===== src/rtl/vga_scanout.sv =====
// -----------------------------------------------------------------------------
// vga_scanout
//
// Generates VGA timing (640x480@60 with the default parameters) from the system
// clock. It hands the current pixel coordinate to the game logic and samples the
// game's colour word. It then drives the VGA pins, with HS/VS delayed by exactly
// the same amount as the colour data.
//
// Ports
//   clk          system clock (50 MHz)
//   reset        synchronous, active-high reset
//   x, y         current pixel coordinate presented to the game
//                (0..H_TOTAL-1, 0..V_TOTAL-1); held for CLK_DIV clks each
//   pixel_in     game colour {R[11:8], B[7:4], G[3:0]} for the coordinate that
//                was presented PIXEL_LATENCY pixel periods earlier; sampled only
//                on the tick clk
//   VGA_R/G/B    4-bit colour pins, forced to 0 outside the visible area
//   VGA_HS/VS    sync pins, active level SYNC_POL
//   vblank       high while y >= V_VISIBLE (follows y, not the delayed pins)
//   frame_start  one-clk pulse as the counters wrap to (0,0)
// -----------------------------------------------------------------------------
module vga_scanout #(
  parameter int H_VISIBLE     = 640,
  parameter int H_FRONT       = 16,
  parameter int H_SYNC        = 96,
  parameter int H_BACK        = 48,
  parameter int V_VISIBLE     = 480,
  parameter int V_FRONT       = 10,
  parameter int V_SYNC        = 2,
  parameter int V_BACK        = 33,
  parameter int CLK_DIV       = 2,   // 2..8 clks per pixel period
  parameter int PIXEL_LATENCY = 0,   // 0..3 pixel periods of game pipeline
  parameter bit SYNC_POL      = 1'b0
) (
  input  logic        clk,
  input  logic        reset,
  output logic [9:0]  x,
  output logic [9:0]  y,
  input  logic [11:0] pixel_in,
  output logic [3:0]  VGA_R,
  output logic [3:0]  VGA_G,
  output logic [3:0]  VGA_B,
  output logic        VGA_HS,
  output logic        VGA_VS,
  output logic        vblank,
  output logic        frame_start
);

  localparam int H_TOTAL = H_VISIBLE + H_FRONT + H_SYNC + H_BACK;
  localparam int V_TOTAL = V_VISIBLE + V_FRONT + V_SYNC + V_BACK;
  localparam int DIV_W   = $clog2(CLK_DIV);

  localparam logic [DIV_W-1:0] DIV_LAST = DIV_W'(CLK_DIV - 1);
  localparam logic [9:0] H_LAST   = 10'(H_TOTAL - 1);
  localparam logic [9:0] V_LAST   = 10'(V_TOTAL - 1);
  localparam logic [9:0] H_VIS    = 10'(H_VISIBLE);
  localparam logic [9:0] V_VIS    = 10'(V_VISIBLE);
  localparam logic [9:0] HS_BEGIN = 10'(H_VISIBLE + H_FRONT);
  localparam logic [9:0] HS_END   = 10'(H_VISIBLE + H_FRONT + H_SYNC);
  localparam logic [9:0] VS_BEGIN = 10'(V_VISIBLE + V_FRONT);
  localparam logic [9:0] VS_END   = 10'(V_VISIBLE + V_FRONT + V_SYNC);

  // Per-pixel control word; travels alongside the game's pipeline so that
  // blanking and sync stay aligned with the colour it returns.
  typedef struct packed {
    logic active;
    logic hs_act;
    logic vs_act;
  } ctrl_t;

  logic [DIV_W-1:0] div_cnt;
  logic             tick;
  ctrl_t            ctrl_now;
  ctrl_t            ctrl_d;

  assign tick = (div_cnt == DIV_LAST);

  // ---------------------------------------------------------------------------
  // Pixel clock divider and coordinate counters
  // ---------------------------------------------------------------------------
  // NOTE: registers use non-blocking assignments so every flop samples the
  // pre-edge values; blocking here would chain x -> y updates within one edge.
  always_ff @(posedge clk) begin
    if (reset) begin
      div_cnt     <= '0;
      x           <= '0;
      y           <= '0;
      frame_start <= 1'b0;
    end else begin
      frame_start <= 1'b0;
      if (tick) begin
        div_cnt <= '0;
        if (x == H_LAST) begin
          x <= '0;
          if (y == V_LAST) begin
            y           <= '0;
            frame_start <= 1'b1;
          end else begin
            y <= y + 10'd1;
          end
        end else begin
          x <= x + 10'd1;
        end
      end else begin
        div_cnt <= div_cnt + DIV_W'(1);
      end
    end
  end

  // vblank tracks y directly, so it changes on the same edge as y.
  assign vblank = (y >= V_VIS);

  // ---------------------------------------------------------------------------
  // Control word for the coordinate currently presented
  // ---------------------------------------------------------------------------
  // NOTE: every field gets a default first so no path through the block can
  // leave a signal unassigned and infer a latch.
  always_comb begin
    ctrl_now = '0;
    ctrl_now.active = (x < H_VIS) && (y < V_VIS);
    ctrl_now.hs_act = (x >= HS_BEGIN) && (x < HS_END);
    ctrl_now.vs_act = (y >= VS_BEGIN) && (y < VS_END);
  end

  // ---------------------------------------------------------------------------
  // Delay line matching the game's pixel pipeline (advances on tick only)
  // ---------------------------------------------------------------------------
  generate
    if (PIXEL_LATENCY == 0) begin : g_bypass
      assign ctrl_d = ctrl_now;
    end else begin : g_delay
      ctrl_t stage [PIXEL_LATENCY];

      // NOTE: the stages are cleared on reset (they are a handful of flops, not
      // a RAM) so the pins stay blank until real control words arrive.
      always_ff @(posedge clk) begin
        if (reset) begin
          for (int i = 0; i < PIXEL_LATENCY; i++) stage[i] <= '0;
        end else if (tick) begin
          stage[0] <= ctrl_now;
          for (int i = 1; i < PIXEL_LATENCY; i++) stage[i] <= stage[i-1];
        end
      end

      assign ctrl_d = stage[PIXEL_LATENCY-1];
    end
  endgenerate

  // ---------------------------------------------------------------------------
  // Pin stage: colour and sync registered together on tick
  // ---------------------------------------------------------------------------
  always_ff @(posedge clk) begin
    if (reset) begin
      VGA_R  <= '0;
      VGA_G  <= '0;
      VGA_B  <= '0;
      VGA_HS <= ~SYNC_POL;
      VGA_VS <= ~SYNC_POL;
    end else if (tick) begin
      VGA_R  <= ctrl_d.active ? pixel_in[11:8] : 4'h0;
      VGA_B  <= ctrl_d.active ? pixel_in[7:4]  : 4'h0;
      VGA_G  <= ctrl_d.active ? pixel_in[3:0]  : 4'h0;
      VGA_HS <= ctrl_d.hs_act ? SYNC_POL : ~SYNC_POL;
      VGA_VS <= ctrl_d.vs_act ? SYNC_POL : ~SYNC_POL;
    end
  end

endmodule


===== config.mk =====
export PLATFORM = sky130hd
export DESIGN_NAME = vga_scanout
export DESIGN_NICKNAME = d
export VERILOG_FILES = /design/src/rtl/vga_scanout.sv
export SDC_FILE = /design/constraint.sdc
export NUM_CORES = 1
export LEC_CHECK = 0
export ABC_AREA = 1
export BUFFER_PORTS_ARGS = -buffer_cell sky130_fd_sc_hd__buf_2
export CAP_MARGIN = 15
export CORE_UTILIZATION = 55
export CTS_CLUSTER_DIAMETER = 80
export DETAILED_ROUTE_END_ITERATION = 7
export GPL_TIMING_DRIVEN = 1
export MAX_ROUTING_LAYER = met4
export PLACE_DENSITY = 0.84
export REMOVE_ABC_BUFFERS = 1
export SLEW_MARGIN = 10
export SYNTH_ARGS = -nofsm -noshare
export SYNTH_HDL_FRONTEND = slang
export SYNTH_SLANG_ARGS = --single-unit

===== constraint.sdc =====
create_clock -name clk -period 2.67 [get_ports clk]
set_clock_uncertainty 0.05 [all_clocks]
set_input_delay 0.534 -clock clk [delete_from_list [all_inputs] [get_ports clk]]
set_output_delay 0.534 -clock clk [all_outputs]
set_load 0.03 [all_outputs]

# --- Yosys cells after proc, flatten, opt, wreduce, memory -nomap -nowiden ---
# Cells that the tools add are included.
classes:
  n_eq_ne: 2
  add_sub_neg: 3
  n_lt_le_gt_ge: 7
  bitwise: 2
  mux: 8
  reduce_logical: 6
ops:
  columns: ["operator", "n"]
  rows:
  - ["10-bit by 1-bit adder with 10-bit output (second input constant)", 2]
  - ["10-bit == test (second input constant)", 2]
  - ["10-bit by 9-bit greater-or-equal comparator with 1-bit output (second input constant)", 2]
  - ["10-bit < comparator (second input constant)", 2]
  - ["10-bit by 9-bit < comparator with 1-bit output (second input constant)", 2]
  - ["10-bit two-way mux", 2]
  - ["4-bit two-way mux", 3]
  - ["10-bit greater-or-equal comparator (second input constant)", 1]
  - ["1-bit logical AND", 3]
  - ["1-bit two-way mux", 3]
  - ["3-bit OR reduction", 1]
  - ["1-bit inverter", 2]
  - ["2-bit AND reduction", 1]
  - ["2-bit OR reduction", 1]
  - ["1-bit adder (second input constant)", 1]
totals:
  input_bits: 14
  register_bits: 36

# --- Logic depth before layout (Yosys ltp) ---
logic_depth:
  ltp_word: 3
  ltp_mapped: 9
  ltp_nobuf: 9

# --- Worst setup path before layout ---
# No wires, ideal clock.
synth_path:
  path_kind: "register -> output"
  start: "register y[6]"
  end: "output vblank"
  path_slack_ns: 0.938
  required_time_ns: 2.086
  arrival_ns: 1.148
  stages_incl_launch_ff: 4
  path_cell_list: "dfxtp_1 > nand4_1 > and2_1 > inv_1"
synth_between:
  elab_chain_len: 1
synth_rtl:
  columns: ["element", "line_no", "source"]
  rows:
  - ["start, declared", "38", "output logic [9:0] y,"]
  - ["start signal, assigned", "99", "y <= y + 10'd1;"]
  - ["10-bit by 9-bit greater-or-equal comparator with 1-bit output", "111", "assign vblank = (y >= V_VIS);"]
  - ["end, declared", "45", "output logic vblank,"]
# Every way passes these cells.

# --- Final worst setup path ---
layout_path:
  start: "register y[5]"
  end: "output vblank"
# Same word-level chain as after synthesis.

==> impl_metrics.xml <==
<?xml version="1.0" encoding="UTF-8"?>
<metrics>
  <group name="global_route">
    <metric name="grt_antenna_before_repair" unit="">0</metric>
    <metric name="wire_length_of_the_first_global_routing_pass" unit="mm">6.66</metric>
    <metric name="grt_max_degree" unit="">15</metric>
    <metric name="global_route.usage.total" unit="%">26.4</metric>
    <metric name="first_global_vias" unit="">1582</metric>
    <metric name="grt_remaining_overflow" unit="">0</metric>
  </group>
  <group name="synth">
    <metric name="count_of_different_cell_masters_after_synthesis" unit="">23</metric>
    <metric name="synth.cells.most_frequent" unit="">nand2_1 (71), dfxtp_1 (36), nor2_1 (36)</metric>
    <metric name="post-synth-top-count-cell" unit="">nand2_1</metric>
    <metric name="yosys.area.top_type_share" unit="%">40.9</metric>
    <metric name="synth_area_per_cell" unit="sq um">6.83</metric>
    <metric name="synth_flop_cell" unit="">dfxtp_1</metric>
    <metric name="synth-edff-count" unit="">0</metric>
    <metric name="synthesis.area" unit="sq mm">0.00176</metric>
    <metric name="cells_after_synthesis" unit="">258</metric>
    <metric name="ys_seq_elements" unit="">36</metric>
    <metric name="yosys-top-cells-area" unit="">dfxtp_1 (41%), nand2_1 (15%), nor2_1 (7.7%)</metric>
    <metric name="ys_async_sr_fraction" unit="%">0</metric>
    <metric name="synthesis.yosys.warnings" unit="">0</metric>
    <metric name="post-synth-top-area-cell" unit="">dfxtp_1</metric>
    <metric name="synth-seq-area-share" unit="%">40.9</metric>
  </group>
  <group name="route">
    <metric name="detail_route.wirelength" unit="mm">3.84</metric>
    <metric name="drt_iter0_markers" unit="">164</metric>
    <metric name="drt-pass1-iter-count" unit="">4</metric>
    <metric name="drt-wirelength-per-cell" unit="microns">10.9</metric>
    <metric name="vias" unit="">1756</metric>
    <metric name="drt.antenna.violating_nets" unit="">0</metric>
    <metric name="drcViolationCount" unit="">0</metric>
    <metric name="routed_via_count_divided_by_cell_count" unit="">4.97</metric>
  </group>
  <group name="worst_setup_path">
    <metric name="number_of_buffer_and_inverter_stages_on_the_critical_path" unit="">2</metric>
    <metric name="arrival" unit="ps">1500</metric>
    <metric name="path_cells" unit="">nand4_1 &gt; and2_1 &gt; inv_1 &gt; buf_2</metric>
    <metric name="critical_path_required" unit="ps">2090</metric>
    <metric name="timing.critical_path.from_type" unit="">register</metric>
    <metric name="critical_path.slowest_cell" unit="">dfxtp_1</metric>
    <metric name="kind_of_cell_adding_the_most_delay_to_the_critical_path" unit="">flip-flops</metric>
    <metric name="cp-end-kind" unit="">output pin</metric>
    <metric name="worst_path_maximum_fanout" unit="">8</metric>
    <metric name="critPathKind" unit="">reg2out</metric>
    <metric name="slowest_delay" unit="ps">500</metric>
  </group>
  <group name="sta">
    <metric name="rsz0062_at_grt" unit="">no</metric>
    <metric name="maxSlewHeadroom" unit="%">46.9</metric>
    <metric name="hold_ws" unit="ps">385</metric>
    <metric name="final.setup.tns" unit="ps">0</metric>
    <metric name="timing.final.max_slew_violations" unit="">0</metric>
    <metric name="worst-slew-pin-transition" unit="ps">793</metric>
    <metric name="timing.final.crit_share" unit="%">78.0</metric>
    <metric name="setup_viol_count_final" unit="">0</metric>
    <metric name="final_hold_viol_count" unit="">0</metric>
    <metric name="max_freq" unit="MHz">480</metric>
    <metric name="postLayoutSetupSlackWorst" unit="ps">588</metric>
    <metric name="finalCriticalPeriod" unit="ps">2080</metric>
  </group>
  <group name="die">
    <metric name="design.die.area" unit="sq mm">0.00344</metric>
    <metric name="chipHeight" unit="microns">58.6</metric>
    <metric name="standard_cell_row_count" unit="">20</metric>
    <metric name="die_width" unit="microns">58.6</metric>
    <metric name="floorplan.io_pins" unit="">50</metric>
    <metric name="fp.coreArea" unit="sq mm">0.00305</metric>
    <metric name="initial_utilization" unit="%">57.7</metric>
  </group>
  <group name="cells_and_area">
    <metric name="syn2layout_area_growth" unit="%">19.0</metric>
    <metric name="antenna_diode_count" unit="">0</metric>
    <metric name="final_cells" unit="">353</metric>
    <metric name="layout-drive-gt1-share" unit="%">22.3</metric>
    <metric name="design.final.nets" unit="">326</metric>
  </group>
  <group name="cts">
    <metric name="cts_sinks" unit="">36</metric>
    <metric name="cts_root_buf" unit="">clkbuf_4</metric>
    <metric name="cts-htree-levels" unit="">2</metric>
    <metric name="cts_made_buffers" unit="">5</metric>
    <metric name="clk_pin_slew_worst_paths" unit="ps">110</metric>
    <metric name="cts_tree" unit="">built</metric>
    <metric name="clk_latency" unit="ps">350</metric>
    <metric name="cts_hold_buf" unit="">0</metric>
    <metric name="cts_max_path_buffers" unit="">2</metric>
    <metric name="cts_resized" unit="">0</metric>
    <metric name="cts_setup_buffers" unit="">0</metric>
  </group>
  <group name="placed_design">
    <metric name="preCtsSetupSlack" unit="ps">781</metric>
    <metric name="detailedPlacementHpwl" unit="mm">2.96</metric>
    <metric name="count_of_placed_standard_cells_including_taps" unit="">345</metric>
    <metric name="place.gp.congestion" unit="">0.957</metric>
    <metric name="port_buffers" unit="">49</metric>
  </group>
  <group name="status">
    <metric name="result_of_the_run" unit="">completed</metric>
  </group>
  <group name="pwr">
    <metric name="max-vdd-ir-drop" unit="mV">0.383</metric>
    <metric name="cellLeakagePower" unit="nW">1.02</metric>
    <metric name="power.density" unit="mW/mm^2">459</metric>
  </group>
  <group name="min_path">
    <metric name="min_path_type" unit="">in2reg</metric>
  </group>
  <group name="job">
    <metric name="drv.max_cap_violation_count" unit="">0</metric>
  </group>
</metrics>
[through the flow]
stage | total power [mW] | utilization [%] | area (sq um)
floorplan | 0.624 | - | 1730
global placement | 0.654 | 66.6 | 2030
detailed placement | 0.657 | 66.6 | 2030
CTS | 0.971 | 68.7 | 2100
global route | 1.01 | 68.7 | 2100
finish | 0.964 | 68.7 | 2100
[routing by layer]
metal  vias to the layer above  track usage, %  wire length [microns]
met2                        62            41.5                   1730
met5                         -               -                      0
met4                         0            8.16                     65
met1                       769            33.2                   1820
met3                         8            7.03                    227
li1                        917               -                      -
[path summary, 6_finish.rpt]
check                                end        start  depth (start not counted)  slack, ps
worst max-delay path              vblank         y[5]                          4        590
worst min-delay path            VGA_G[0]  pixel_in[0]                          3        380
worst max register to register    VGA_HS      div_cnt                          4       1090
worst min register to register  VGA_B[1]     VGA_B[1]                          2        430
[worst reg2reg max path: stages (launching register included)]
cell and delay [ps]:
dfxtp_1 410, nor2_1 650, inv_1 170, nor2_1 130, a41oi_1 50
[state kept, by name, summed over array words and instances, names as in the netlist]
signal       flops
div_cnt          1
VGA_VS           1
x               10
VGA_B            4
VGA_G            4
y               10
VGA_HS           1
VGA_R            4
frame_start      1
[power breakdown]
| part | internal, mW | leakage [nW] | switching (mW) |
|---|---|---|---|
| clock network | 0.128 | 0.0305 | 0.192 |
| logic | 0.0250 | 0.693 | 0.0571 |
| registers | 0.551 | 0.293 | 0.0110 |
| total | 0.704 | 1.02 | 0.260 |
[layout by cell type (no fill, tap or decap)]
cell,count
nand2_1,71
buf_2,49
dfxtp_1,36
nor2_1,36
inv_1,31
nand3_1,19
o21ai_0,15
nand4_1,9
a21oi_1,9
nand2_2,6
clkbuf_4,5
xor2_1,4
ha_1,4
nor2_2,3
nor3_1,2
clkinvlp_4,2
and2_1,1
nor2_4,1
nor2_8,1
nand3b_1,1
a41oi_1,1
nor4_1,1
nor3_2,1
clkbuf_8,1
[kinds of logic after synthesis]
family | after synthesis | synth area share (%)
DFF | 36 | 40.9
and+or+nand+nor | 152 | 38.6
buffers and inverters | 37 | 8.37
xor gates and xnor gates | 4 | 1.99
adders and majority gates | 4 | 2.84
AOI/OAI and AO/OA | 25 | 7.31
[final cells by class]
cell class,instances,area (sq um)
fill,293,955
multi-input combinational,185,895
sequential,36,721
timing repair buffer,49,245
inverter,31,116
tap,44,55.1
clock buffer,6,51.3
clock inverter,2,15.0
(Power assumes the default switching activity.)
